[config.mk]
export PLATFORM = sky130hd
export DESIGN_NAME = down_counter
export DESIGN_NICKNAME = d
export VERILOG_FILES = /design/src/rtl/down_counter_pkg.sv /design/src/rtl/down_counter.sv
export SDC_FILE = /design/constraint.sdc
export NUM_CORES = 1
export LEC_CHECK = 0
export CORE_MARGIN = 10
export CORE_UTILIZATION = 53
export DETAILED_ROUTE_END_ITERATION = 6
export PLACE_DENSITY = 0.79
export SLEW_MARGIN = 5
export SYNTH_ARGS = -nofsm -noshare
export SYNTH_HDL_FRONTEND = slang
export SYNTH_SLANG_ARGS = --single-unit
[constraint.sdc]
create_clock -name clk -period 3.7 [get_ports clk]
set_input_delay 1.11 -clock clk [delete_from_list [all_inputs] [get_ports clk]]
set_output_delay 1.11 -clock clk [all_outputs]
set_load 0.01 [all_outputs]
[src/rtl/down_counter_pkg.sv]
// Shared constants and state encoding for the down counter.
package down_counter_pkg;

    localparam int DC_WIDTH = 7;

    typedef enum logic {
        ST_IDLE  = 1'b0,
        ST_COUNT = 1'b1
    } state_t;

endpackage

[src/rtl/down_counter.sv]
// Loadable, pausable down counter with one-cycle terminal-count pulse.
// One-shot or auto-reload operation; abort > start > decrement > hold.
module down_counter
    import down_counter_pkg::*;
#(
    parameter int WIDTH = DC_WIDTH
) (
    input  logic             clk,
    input  logic             reset,
    input  logic             start,
    input  logic             abort,
    input  logic             en,
    input  logic             auto_rel,
    input  logic [WIDTH-1:0] load_val,
    output logic [WIDTH-1:0] q,
    output logic             tc,
    output logic             busy
);

    state_t           state_q, state_d;
    logic [WIDTH-1:0] q_q, q_d;
    logic [WIDTH-1:0] rel_q, rel_d;
    logic             tc_q, tc_d;

    always_ff @(posedge clk or negedge reset) begin
        if (!reset) begin
            state_q <= ST_IDLE;
            q_q     <= '0;
            rel_q   <= '0;
            tc_q    <= 1'b0;
        end else begin
            state_q <= state_d;
            q_q     <= q_d;
            rel_q   <= rel_d;
            tc_q    <= tc_d;
        end
    end

    always_comb begin
        state_d = state_q;
        q_d     = q_q;
        rel_d   = rel_q;
        tc_d    = 1'b0;
        if (abort) begin
            state_d = ST_IDLE;
            q_d     = '0;
        end else if (start) begin
            q_d   = load_val;
            rel_d = load_val;
            if (load_val == '0) begin
                // Zero-length run completes at once, but only from idle
                tc_d    = (state_q == ST_IDLE);
                state_d = ST_IDLE;
            end else begin
                state_d = ST_COUNT;
            end
        end else if (state_q == ST_COUNT && en) begin
            if (q_q > WIDTH'(1)) begin
                q_d = q_q - WIDTH'(1);
            end else begin
                // q==1 terminal count; q==0 cannot occur in COUNT
                tc_d = (q_q == WIDTH'(1));
                if (auto_rel && q_q == WIDTH'(1)) begin
                    q_d = rel_q;
                end else begin
                    q_d     = '0;
                    state_d = ST_IDLE;
                end
            end
        end
    end

    assign q    = q_q;
    assign tc   = tc_q;
    assign busy = (state_q == ST_COUNT);

endmodule

==> results.json, run 1 <==
{
  "status": "finished, final reports clean",
  "max_cap_viol_count": 0,
  "die_w_um": 63.9,
  "routed_wl_um": 2660,
  "syn_nets": 128,
  "required_time_worst_endpoint_ns": 3.90,
  "worst_hold_slack_ns": 0.501,
  "grt.total_usage_pct": 13.3,
  "clock_power_share_pct": 25.6,
  "cts_buffers": 3,
  "antenna_found_initial": 0,
  "seqPwrFrac_pct": 45.1,
  "final_antenna_net_count": 0,
  "max-slew-margin-rel_pct": 52.5,
  "synth_flop_cell": "dfrtp_1",
  "place_congestion": 0.866,
  "switchingPower_w": 0.000154,
  "route.detailed.drc": 0,
  "place_inst": 155,
  "final_min_period_over_clock_period_pct": 70.4,
  "globalRouteOverflowTotal": 0,
  "synthesis.area_per_instance_um2": 9.05,
  "synth.yosys.warnings": 0,
  "p_sw_share_pct": 32.4,
  "post_synth_num_cell_types": 39,
  "ir_drop_worst_case_vdd_mv": 0.299,
  "tns_ns": 0,
  "h-tree-depth": 1,
  "postCtsSetupBuffers": 0,
  "final_area_um2": 1280,
  "cts_num_sinks": 16,
  "clock_tree_from_tritoncts": "done",
  "syn-cell-area_um2": 1020,
  "clock_latency_ns": 0.30,
  "grt_start_max_net_pins": 20,
  "critPathMaxFanout": 9,
  "post_cts_hold_buffer_count": 0,
  "final_max_slew_viol_count": 0,
  "instances_no_fill": 159,
  "drt-initial-drc-count": 42,
  "clkSlewWorstSetupHoldPaths_ns": 0.11,
  "root_buffer": "clkbuf_4",
  "post-dp-hpwl_um": 2060,
  "design.portCount": 22,
  "cts_repair_resize_count": 0,
  "final_cell_mix": "nand2_1 (25), clkdlybuf4s50_1 (21), dfrtp_1 (16)",
  "postPlaceCellArea_um2": 1250,
  "fin_worst_skew_ns": 0.00775,
  "setup_viol": 0,
  "via_count_of_the_first_global_routing_pass": 996,
  "synth_seq_cells": 16,
  "worst-setup-path-type": "in2reg",
  "most_common_cell_after_layout_fill_and_taps_aside": "nand2_1",
  "hold_viol_final": 0,
  "synthesis.instances": 113,
  "power.leakage_nw": 0.548,
  "combinationalPowerShare_pct": 29.3,
  "worst-slew-pin-transition_ns": 0.711,
  "drt-wirelength-per-cell_um": 16.8,
  "rsz_0062_raised_after_global_routing": "false",
  "period_needed_ns": 2.61,
  "drive_above_1_share_pct": 11.9,
  "worst-endpoint-arrival_ns": 2.80,
  "setup.worst_path.start_class": "input pin",
  "io_buffers": 21,
  "drt_pass1_iterations": 4,
  "routed-via-count": 945,
  "antennaDiodeCount": 0,
  "detail_route.vias_per_cell": 5.94,
  "hold_path.class": "reg2reg",
  "power_per_cell_area_nw_per_um2": 371,
  "power.internal_w": 0.000322,
  "synth_enable_flop_cells": 0,
  "floorplan.initialDensity_pct": 57.3,
  "area_delta_synth_final_pct": 25.5,
  "floorplan.core_area_um2": 1780,
  "worstSetupEndpointType": "flop",
  "global_route_wire_length_before_repair_um": 4570,
  "die_h_um": 63.9,
  "num-nets-final": 150,
  "fp-row-count": 15,
  "timing.fmax_mhz": 384,
  "area_enclosed_by_the_die_boundary_um2": 4090,
  "async_flop_share_pct": 100,
  "synth.yosys.seq_area_share_pct": 39.2,
  "cts.path.max_buffers": 2
}
[cells by family (layout without fill, tap and decap cells)]
group,after synthesis,in the layout,synth area share (%)
compound gates,31,31,24.4
flops,16,16,39.2
xor+xnor,1,1,0.857
buf+inv,11,32,5.02
fa+ha+maj,2,2,2.45
simple gates,52,52,28.2
[cell usage after synthesis, types with 3 or more instances]
master	number	area share, %
a22oi_1	3	2.2
o31ai_1	3	2.2
inv_1	5	1.8
nor3_1	4	2.0
dfrtp_1	16	39
a21oi_1	10	4.9
nor2_1	3	1.1
clkbuf_1	3	1.1
nand2_1	25	9.2
a2111oi_2	3	4.4
[path summary, 6_finish.rpt]
path | from | endpoint | slack (ns) | cells past startpoint
worst max-delay path | abort | q[5] | 1.09 | 5
worst min-delay path | rel_q[0] | rel_q[0] | 0.50 | 2
worst max register to register | q[1] | q[2] | 1.72 | 6
worst min register to register | rel_q[0] | rel_q[0] | 0.50 | 2
max in group asynchronous | reset | rel_q[3] | 2.02 | 1
min in group asynchronous | reset | rel_q[5] | 1.22 | 1
[critical path: stages]
cell and delay, ns:
clkdlybuf4s50_1 0.59, a211oi_2 0.54, o31a_1 0.22, a2111oi_2 0.05, a2111oi_2 0.29
[per-layer routing]
| layer | GRT usage (%) | vias up | part of all wire (%) |
|---|---|---|---|
| met5 | 0 | - | 0 |
| met1 | 16.6 | 442 | 44 |
| met2 | 21.6 | 46 | 46 |
| met4 | 4.10 | 0 | 1.2 |
| met3 | 3.48 | 4 | 8.7 |
| li1 | - | 453 | - |
[cell type report]
type | instances | area, um^2
multi-input combinational | 86 | 571
fill | 147 | 500
sequential | 16 | 400
timing repair buffer | 23 | 225
clock buffer | 4 | 36.3
tap | 25 | 31.3
inverter | 5 | 18.8
[power groups by stage]
| stage | clock network, W | registers (W) | logic, W |
|---|---|---|---|
| 6_report | 0.000122 | 0.000215 | 0.000139 |
| 5_1_grt | 0.000129 | 0.000217 | 0.000153 |
| 4_1_cts | 0.000123 | 0.000213 | 0.000140 |
| 3_5_place_dp | 0 | 0.000217 | 0.000139 |
| 3_3_place_gp | 0 | 0.000217 | 0.000136 |
| 2_1_floorplan | 0 | 0.000215 | 0.0000851 |
[stage by stage]
step / utilization [%] / total power, W / setup WS, ns
6_report: 71.9 / 0.000476 / 1.09
2_1_floorplan: - / 0.000300 / 1.44
3_3_place_gp: 69.9 / 0.000353 / 0.878
4_1_cts: 71.9 / 0.000476 / 1.11
3_5_place_dp: 69.9 / 0.000356 / 0.773
5_1_grt: 71.9 / 0.000500 / 1.04
[state kept, by name, summed over array words and instances, names as in the netlist]
signal  cells
q           7
busy        1
tc          1
rel_q       7
(Power assumes the default switching activity.)
==> run 2, diff against run 1 <==
--- a/config.mk
+++ b/config.mk
@@ -6,9 +6,9 @@
 export NUM_CORES = 1
 export LEC_CHECK = 0
 export CORE_MARGIN = 10
-export CORE_UTILIZATION = 53
+export CORE_UTILIZATION = 45
 export DETAILED_ROUTE_END_ITERATION = 6
-export PLACE_DENSITY = 0.79
+export PLACE_DENSITY = 0.71
 export SLEW_MARGIN = 5
 export SYNTH_ARGS = -nofsm -noshare
 export SYNTH_HDL_FRONTEND = slang
==> constraint.sdc (replaced) <==
create_clock -name clk -period 2.25 [get_ports clk]
set_input_delay 0.675 -clock clk [delete_from_list [all_inputs] [get_ports clk]]
set_output_delay 0.675 -clock clk [all_outputs]
set_load 0.01 [all_outputs]
==> run 2 against run 1 <==
  * Via count is 4.4% higher
  * First-iteration DRC count is 140% higher
  * Clock skew is 0.0032 ns lower
  * Sequential power is 64% higher
  * Flip-flop and latch count stayed put
  * Combinational power is 68% higher
  * Count of clock-buffer cells in the layout stayed put
  * Die area is 12% higher
  * Sequential share of layout area is 0.97 points lower
  * Utilization is 12 points lower
  * Final cell count is 5.0% higher
  * Hold slack better by 0.00086 ns
  * Largest cell class unchanged
  * Largest power group unchanged
==> results.json, run 2 (synthesis results as in run 1) <==
{
  "critPathTopFamily": "buffers and inverters",
  "critical_path.startpoint": "q[4]",
  "final_min_period_over_clock_period_pct": 94.5,
  "timing.critical_path.slowest_stage_cell": "clkdlybuf4s50_1",
  "antennaDiodeCount": 0,
  "clock_tree_from_tritoncts": "done",
  "crit_path_max_incr_delay_ns": 0.61,
  "period_needed_ns": 2.13,
  "max_cap_viol_count": 0,
  "worst-endpoint-arrival_ns": 1.45,
  "drt-wirelength-per-cell_um": 16.9,
  "worst-slew-pin-transition_ns": 0.431,
  "grt.total_usage_pct": 12.8,
  "layout.area.seq_um2": 400,
  "detail_route.vias_per_cell": 5.91,
  "post_cts_hold_buffer_count": 0,
  "floorplan.core_area_um2": 2190,
  "postCtsSetupBuffers": 0,
  "layout.filler_cells": 191,
  "final_cell_mix": "nand2_1 (25), clkdlybuf4s50_1 (21), dfrtp_1 (16)",
  "power.leakage_nw": 0.573,
  "status": "finished, final reports clean",
  "final_antenna_net_count": 0,
  "die_w_um": 67.7,
  "global_route_wire_length_before_repair_um": 4510,
  "drive_above_1_share_pct": 15.1,
  "route.detailed.drc": 0,
  "drt-initial-drc-count": 99,
  "cp_num_buf_inv": 1,
  "multi_input_area_um2": 571,
  "via_count_of_the_first_global_routing_pass": 920,
  "fp-row-count": 17,
  "root_buffer": "clkbuf_4",
  "ir_drop_worst_case_vdd_mv": 0.372,
  "drt_pass1_iterations": 4,
  "tns_ns": 0,
  "post-dp-hpwl_um": 2090,
  "worstSetupEndpointType": "output pin",
  "max-slew-margin-rel_pct": 71.0,
  "routed_wl_um": 2830,
  "h-tree-depth": 1,
  "clkSlewWorstSetupHoldPaths_ns": 0.10,
  "globalRouteOverflowTotal": 0,
  "critPathMaxFanout": 7,
  "clock_latency_ns": 0.30,
  "crit_chain": "clkdlybuf4s50_1",
  "routed-via-count": 987,
  "cts.path.max_buffers": 2,
  "finalWorstSetupSlack_ns": 0.125,
  "setup_viol": 0,
  "worst-setup-path-type": "reg2out",
  "power.total_w": 0.000781,
  "io_buffers": 21,
  "antenna_found_initial": 0,
  "cts_buffers": 3,
  "timing.fmax_mhz": 471,
  "area_delta_synth_final_pct": 29.5,
  "cts_num_sinks": 16,
  "launching_point_of_the_worst_reg2reg_path": "q[0]",
  "setup.worst_path.start_class": "flop",
  "power_per_cell_area_nw_per_um2": 590,
  "fin_worst_skew_ns": 0.00453,
  "area_enclosed_by_the_die_boundary_um2": 4580,
  "hold_viol_final": 0,
  "design.portCount": 22,
  "hold_path.class": "reg2reg",
  "floorplan.initialDensity_pct": 46.7,
  "hp-start": "rel_q[0]",
  "most_common_cell_after_layout_fill_and_taps_aside": "nand2_1",
  "place_congestion": 0.889,
  "num-nets-final": 155,
  "final_max_slew_viol_count": 0,
  "grt_start_max_net_pins": 19,
  "rsz_0062_raised_after_global_routing": "false",
  "finalCoreUtilization_pct": 60.4,
  "worst_hold_slack_ns": 0.502,
  "die_h_um": 67.7,
  "dp_slack_ns": 0.0423,
  "cts_repair_resize_count": 0,
  "required_time_worst_endpoint_ns": 1.57
}
## run 2: cell types whose count changed in the layout (fill, tap and decap cells not counted), sizes merged
cell / previous run / this run
buf: 2 / 7
## run 2: worst paths after layout
check / endpoint / slack [ns] / depth (start not counted)
worst max-delay path: q[4] / 0.12 / 1
worst min-delay path: rel_q[0] / 0.50 / 2
worst max register to register: q[5] / 0.28 / 4
worst min register to register: rel_q[0] / 0.50 / 2
max in group asynchronous: rel_q[2] / 1.39 / 2
min in group asynchronous: busy / 0.68 / 2
## run 2: layout make-up
| class | instances | share of cell area [%] |
|---|---|---|
| multi-input combinational | 86 | 43.1 |
| sequential | 16 | 30.2 |
| timing repair buffer | 28 | 19.8 |
| clock buffer | 4 | 2.74 |
| tap | 28 | 2.65 |
| inverter | 5 | 1.42 |
## run 2: per-stage QoR
stage	std cells	instance area, um^2
finish	167	1320
global placement	163	1290
detailed placement	163	1290
CTS	167	1320
global route	167	1320
floorplan	113	1020
## run 2: routing by layer
layer  GRT usage, %  vias to the layer above  share of wire (%)
met5              0                        -                  0
met4           5.38                        0                1.3
met3           1.49                        4                6.7
met2           20.4                       47                 50
met1           16.9                      472                 42
li1               -                      464                  -
## run 2: worst min-delay path, cell delays in order (launching register included)
cell     delay (ns)
dfrtp_1        0.37
nand2_1        0.05
nand2_1        0.06
## run 2: power by group
group / total [W] / switching [W] / internal (W)
registers: 0.000353 / 0.0000387 / 0.000315
clock network: 0.000195 / 0.0000965 / 0.0000988
logic: 0.000233 / 0.000113 / 0.000120
==> run 3, diff against run 2 <==
--- a/config.mk
+++ b/config.mk
@@ -6,9 +6,10 @@
 export NUM_CORES = 1
 export LEC_CHECK = 0
 export CORE_MARGIN = 10
-export CORE_UTILIZATION = 45
+export CORE_UTILIZATION = 37
 export DETAILED_ROUTE_END_ITERATION = 6
-export PLACE_DENSITY = 0.71
+export PLACE_DENSITY = 0.6
+export SETUP_SLACK_MARGIN = 0.02
 export SLEW_MARGIN = 5
 export SYNTH_ARGS = -nofsm -noshare
 export SYNTH_HDL_FRONTEND = slang
==> run 3 against run 2 <==
  * Clock power up 2%
  * Die area up 15%
  * Sequential share of layout area down 0.42 points
  * Clock skew decreased by 0.0020 ns
  * Via count down 3.2%
  * Hold slack got worse by 0.0074 ns
  * Maximum frequency is 0.68% higher
  * Largest power group unchanged
  * Wire length increased by 1.5%
==> results.json, run 3 (synthesis results as in run 1) <==
{
  "status": "finished, final reports clean",
  "clock_tree_from_tritoncts": "done",
  "place_inst": 168,
  "final_max_slew_viol_count": 0,
  "fin_worst_skew_ns": 0.00257,
  "postCtsSetupBuffers": 0,
  "floorplan.core_area_um2": 2710,
  "fp-row-count": 19,
  "route.detailed.drc": 0,
  "io_buffers": 21,
  "root_buffer": "clkbuf_4",
  "ir_drop_worst_case_vdd_mv": 0.311,
  "hold_path.class": "reg2reg",
  "max-slew-margin-rel_pct": 75.7,
  "num-nets-final": 157,
  "final_min_period_over_clock_period_pct": 93.8,
  "routed-via-count": 955,
  "timing.fmax_mhz": 474,
  "dp_slack_ns": 0.0344,
  "drt-wirelength-per-cell_um": 16.7,
  "floorplan.initialDensity_pct": 37.7,
  "critPathTopFamily": "buffers and inverters",
  "post-dp-hpwl_um": 2290,
  "max_cap_viol_count": 0,
  "crit_chain": "clkdlybuf4s50_1",
  "detail_route.vias_per_cell": 5.55,
  "via_count_of_the_first_global_routing_pass": 995,
  "timing.critical_path.slowest_stage_cell": "clkdlybuf4s50_1",
  "place_congestion": 0.880,
  "switchingPower_w": 0.000254,
  "power.internal_w": 0.000536,
  "design.portCount": 22,
  "clkSlewWorstSetupHoldPaths_ns": 0.10,
  "setup.worst_path.start_class": "flop",
  "cts_buffers": 3,
  "die_h_um": 72.6,
  "cts_repair_resize_count": 0,
  "min_delay_worst_endpoint": "rel_q[4]",
  "tns_ns": 0,
  "layout.filler_cells": 270,
  "finalWorstSetupSlack_ns": 0.139,
  "drt_pass1_iterations": 4,
  "crit_path_max_incr_delay_ns": 0.61,
  "final_antenna_net_count": 0,
  "min_delay_path_depth": 2,
  "critPathMaxFanout": 7,
  "combinationalPowerShare_pct": 30.2,
  "clock_latency_ns": 0.29,
  "clock_power_share_pct": 25.1,
  "hp-start": "rel_q[4]",
  "routed_wl_um": 2870,
  "instances_no_fill": 172,
  "worst-endpoint-arrival_ns": 1.44,
  "power.leakage_nw": 0.583,
  "cp_num_buf_inv": 1,
  "rsz_0062_raised_after_global_routing": "false",
  "launching_point_of_the_worst_reg2reg_path": "q[1]",
  "most_common_cell_after_layout_fill_and_taps_aside": "nand2_1",
  "antennaDiodeCount": 0,
  "setup.reg_to_reg.worst_slack_ns": 0.30,
  "worst-setup-path-type": "reg2out",
  "grt.total_usage_pct": 11.3,
  "setup_viol": 0,
  "drive_above_1_share_pct": 16.3,
  "antenna_found_initial": 0,
  "final_cell_mix": "nand2_1 (25), clkdlybuf4s50_1 (21), dfrtp_1 (16)",
  "period_needed_ns": 2.11,
  "p_sw_share_pct": 32.1,
  "drt-initial-drc-count": 74,
  "area_enclosed_by_the_die_boundary_um2": 5260,
  "seqPwrFrac_pct": 44.7,
  "globalRouteOverflowTotal": 0,
  "reg2reg_depth": 6,
  "required_time_worst_endpoint_ns": 1.57,
  "r2r-end": "q[2]",
  "critical_path.startpoint": "q[4]",
  "global_route_wire_length_before_repair_um": 4860,
  "worst-slew-pin-transition_ns": 0.362,
  "cts.path.max_buffers": 2,
  "die_w_um": 72.6,
  "hold_viol_final": 0,
  "grt_start_max_net_pins": 19,
  "h-tree-depth": 1,
  "area_delta_synth_final_pct": 31.3,
  "cts_num_sinks": 16,
  "worstSetupEndpointType": "output pin",
  "post_cts_hold_buffer_count": 0,
  "power_per_cell_area_nw_per_um2": 588
}
-- run 3: final cells by class --
| class | instances | area (um^2) | area share [%] |
|---|---|---|---|
| multi-input combinational | 86 | 571 | 42.5 |
| sequential | 16 | 400 | 29.8 |
| timing repair buffer | 30 | 278 | 20.7 |
| tap | 31 | 38.8 | 2.89 |
| clock buffer | 4 | 36.3 | 2.70 |
| inverter | 5 | 18.8 | 1.40 |
-- run 3: how the worst max path moves through the flow --
stage	to	slack (ns)	depth (start not counted)
after CTS	q[4]	0.13	1
after detailed placement	q[3]	0.03	5
final	q[4]	0.14	1
after global placement	q[3]	0.07	5
after global routing	q[1]	0.08	1
after floorplan	q[5]	0.42	5
-- run 3: worst reg2reg max path: stages, from the launching register on --
cell and delay, ns:
dfrtp_1 0.48, inv_1 0.12, ha_1 0.23, o21bai_1 0.17, nand3_2 0.16, a221o_1 0.36, a221o_1 0.32
-- run 3: through the flow --
| stage | power (W) | hold WS (ns) | instance area, um^2 | utilization, % |
|---|---|---|---|---|
| final | 0.000790 | 0.495 | 1340 | 49.5 |
| after global routing | 0.000840 | 0.528 | 1340 | 49.5 |
| after CTS | 0.000793 | 0.501 | 1340 | 49.5 |
| after detailed placement | 0.000597 | 0.478 | 1310 | 48.2 |
| after global placement | 0.000594 | 0.469 | 1310 | 48.2 |
| after floorplan | 0.000493 | 0.379 | 1020 | - |
-- run 3: per-layer routing --
layer  vias to the layer above  GRT usage [%]  part of all wire (%)
li1                        466              -                     -
met3                         4           2.86                   6.3
met5                         -              0                     0
met4                         0           3.59                  0.84
met2                        32           18.0                    49
met1                       453           14.4                    44
-- run 3: power by group through the flow --
stage | registers [W] | logic (W) | clock network [W]
after CTS | 0.000352 | 0.000240 | 0.000201
after detailed placement | 0.000358 | 0.000239 | 0
after global routing | 0.000358 | 0.000265 | 0.000217
after floorplan | 0.000353 | 0.000140 | 0
final | 0.000353 | 0.000238 | 0.000199
after global placement | 0.000358 | 0.000236 | 0
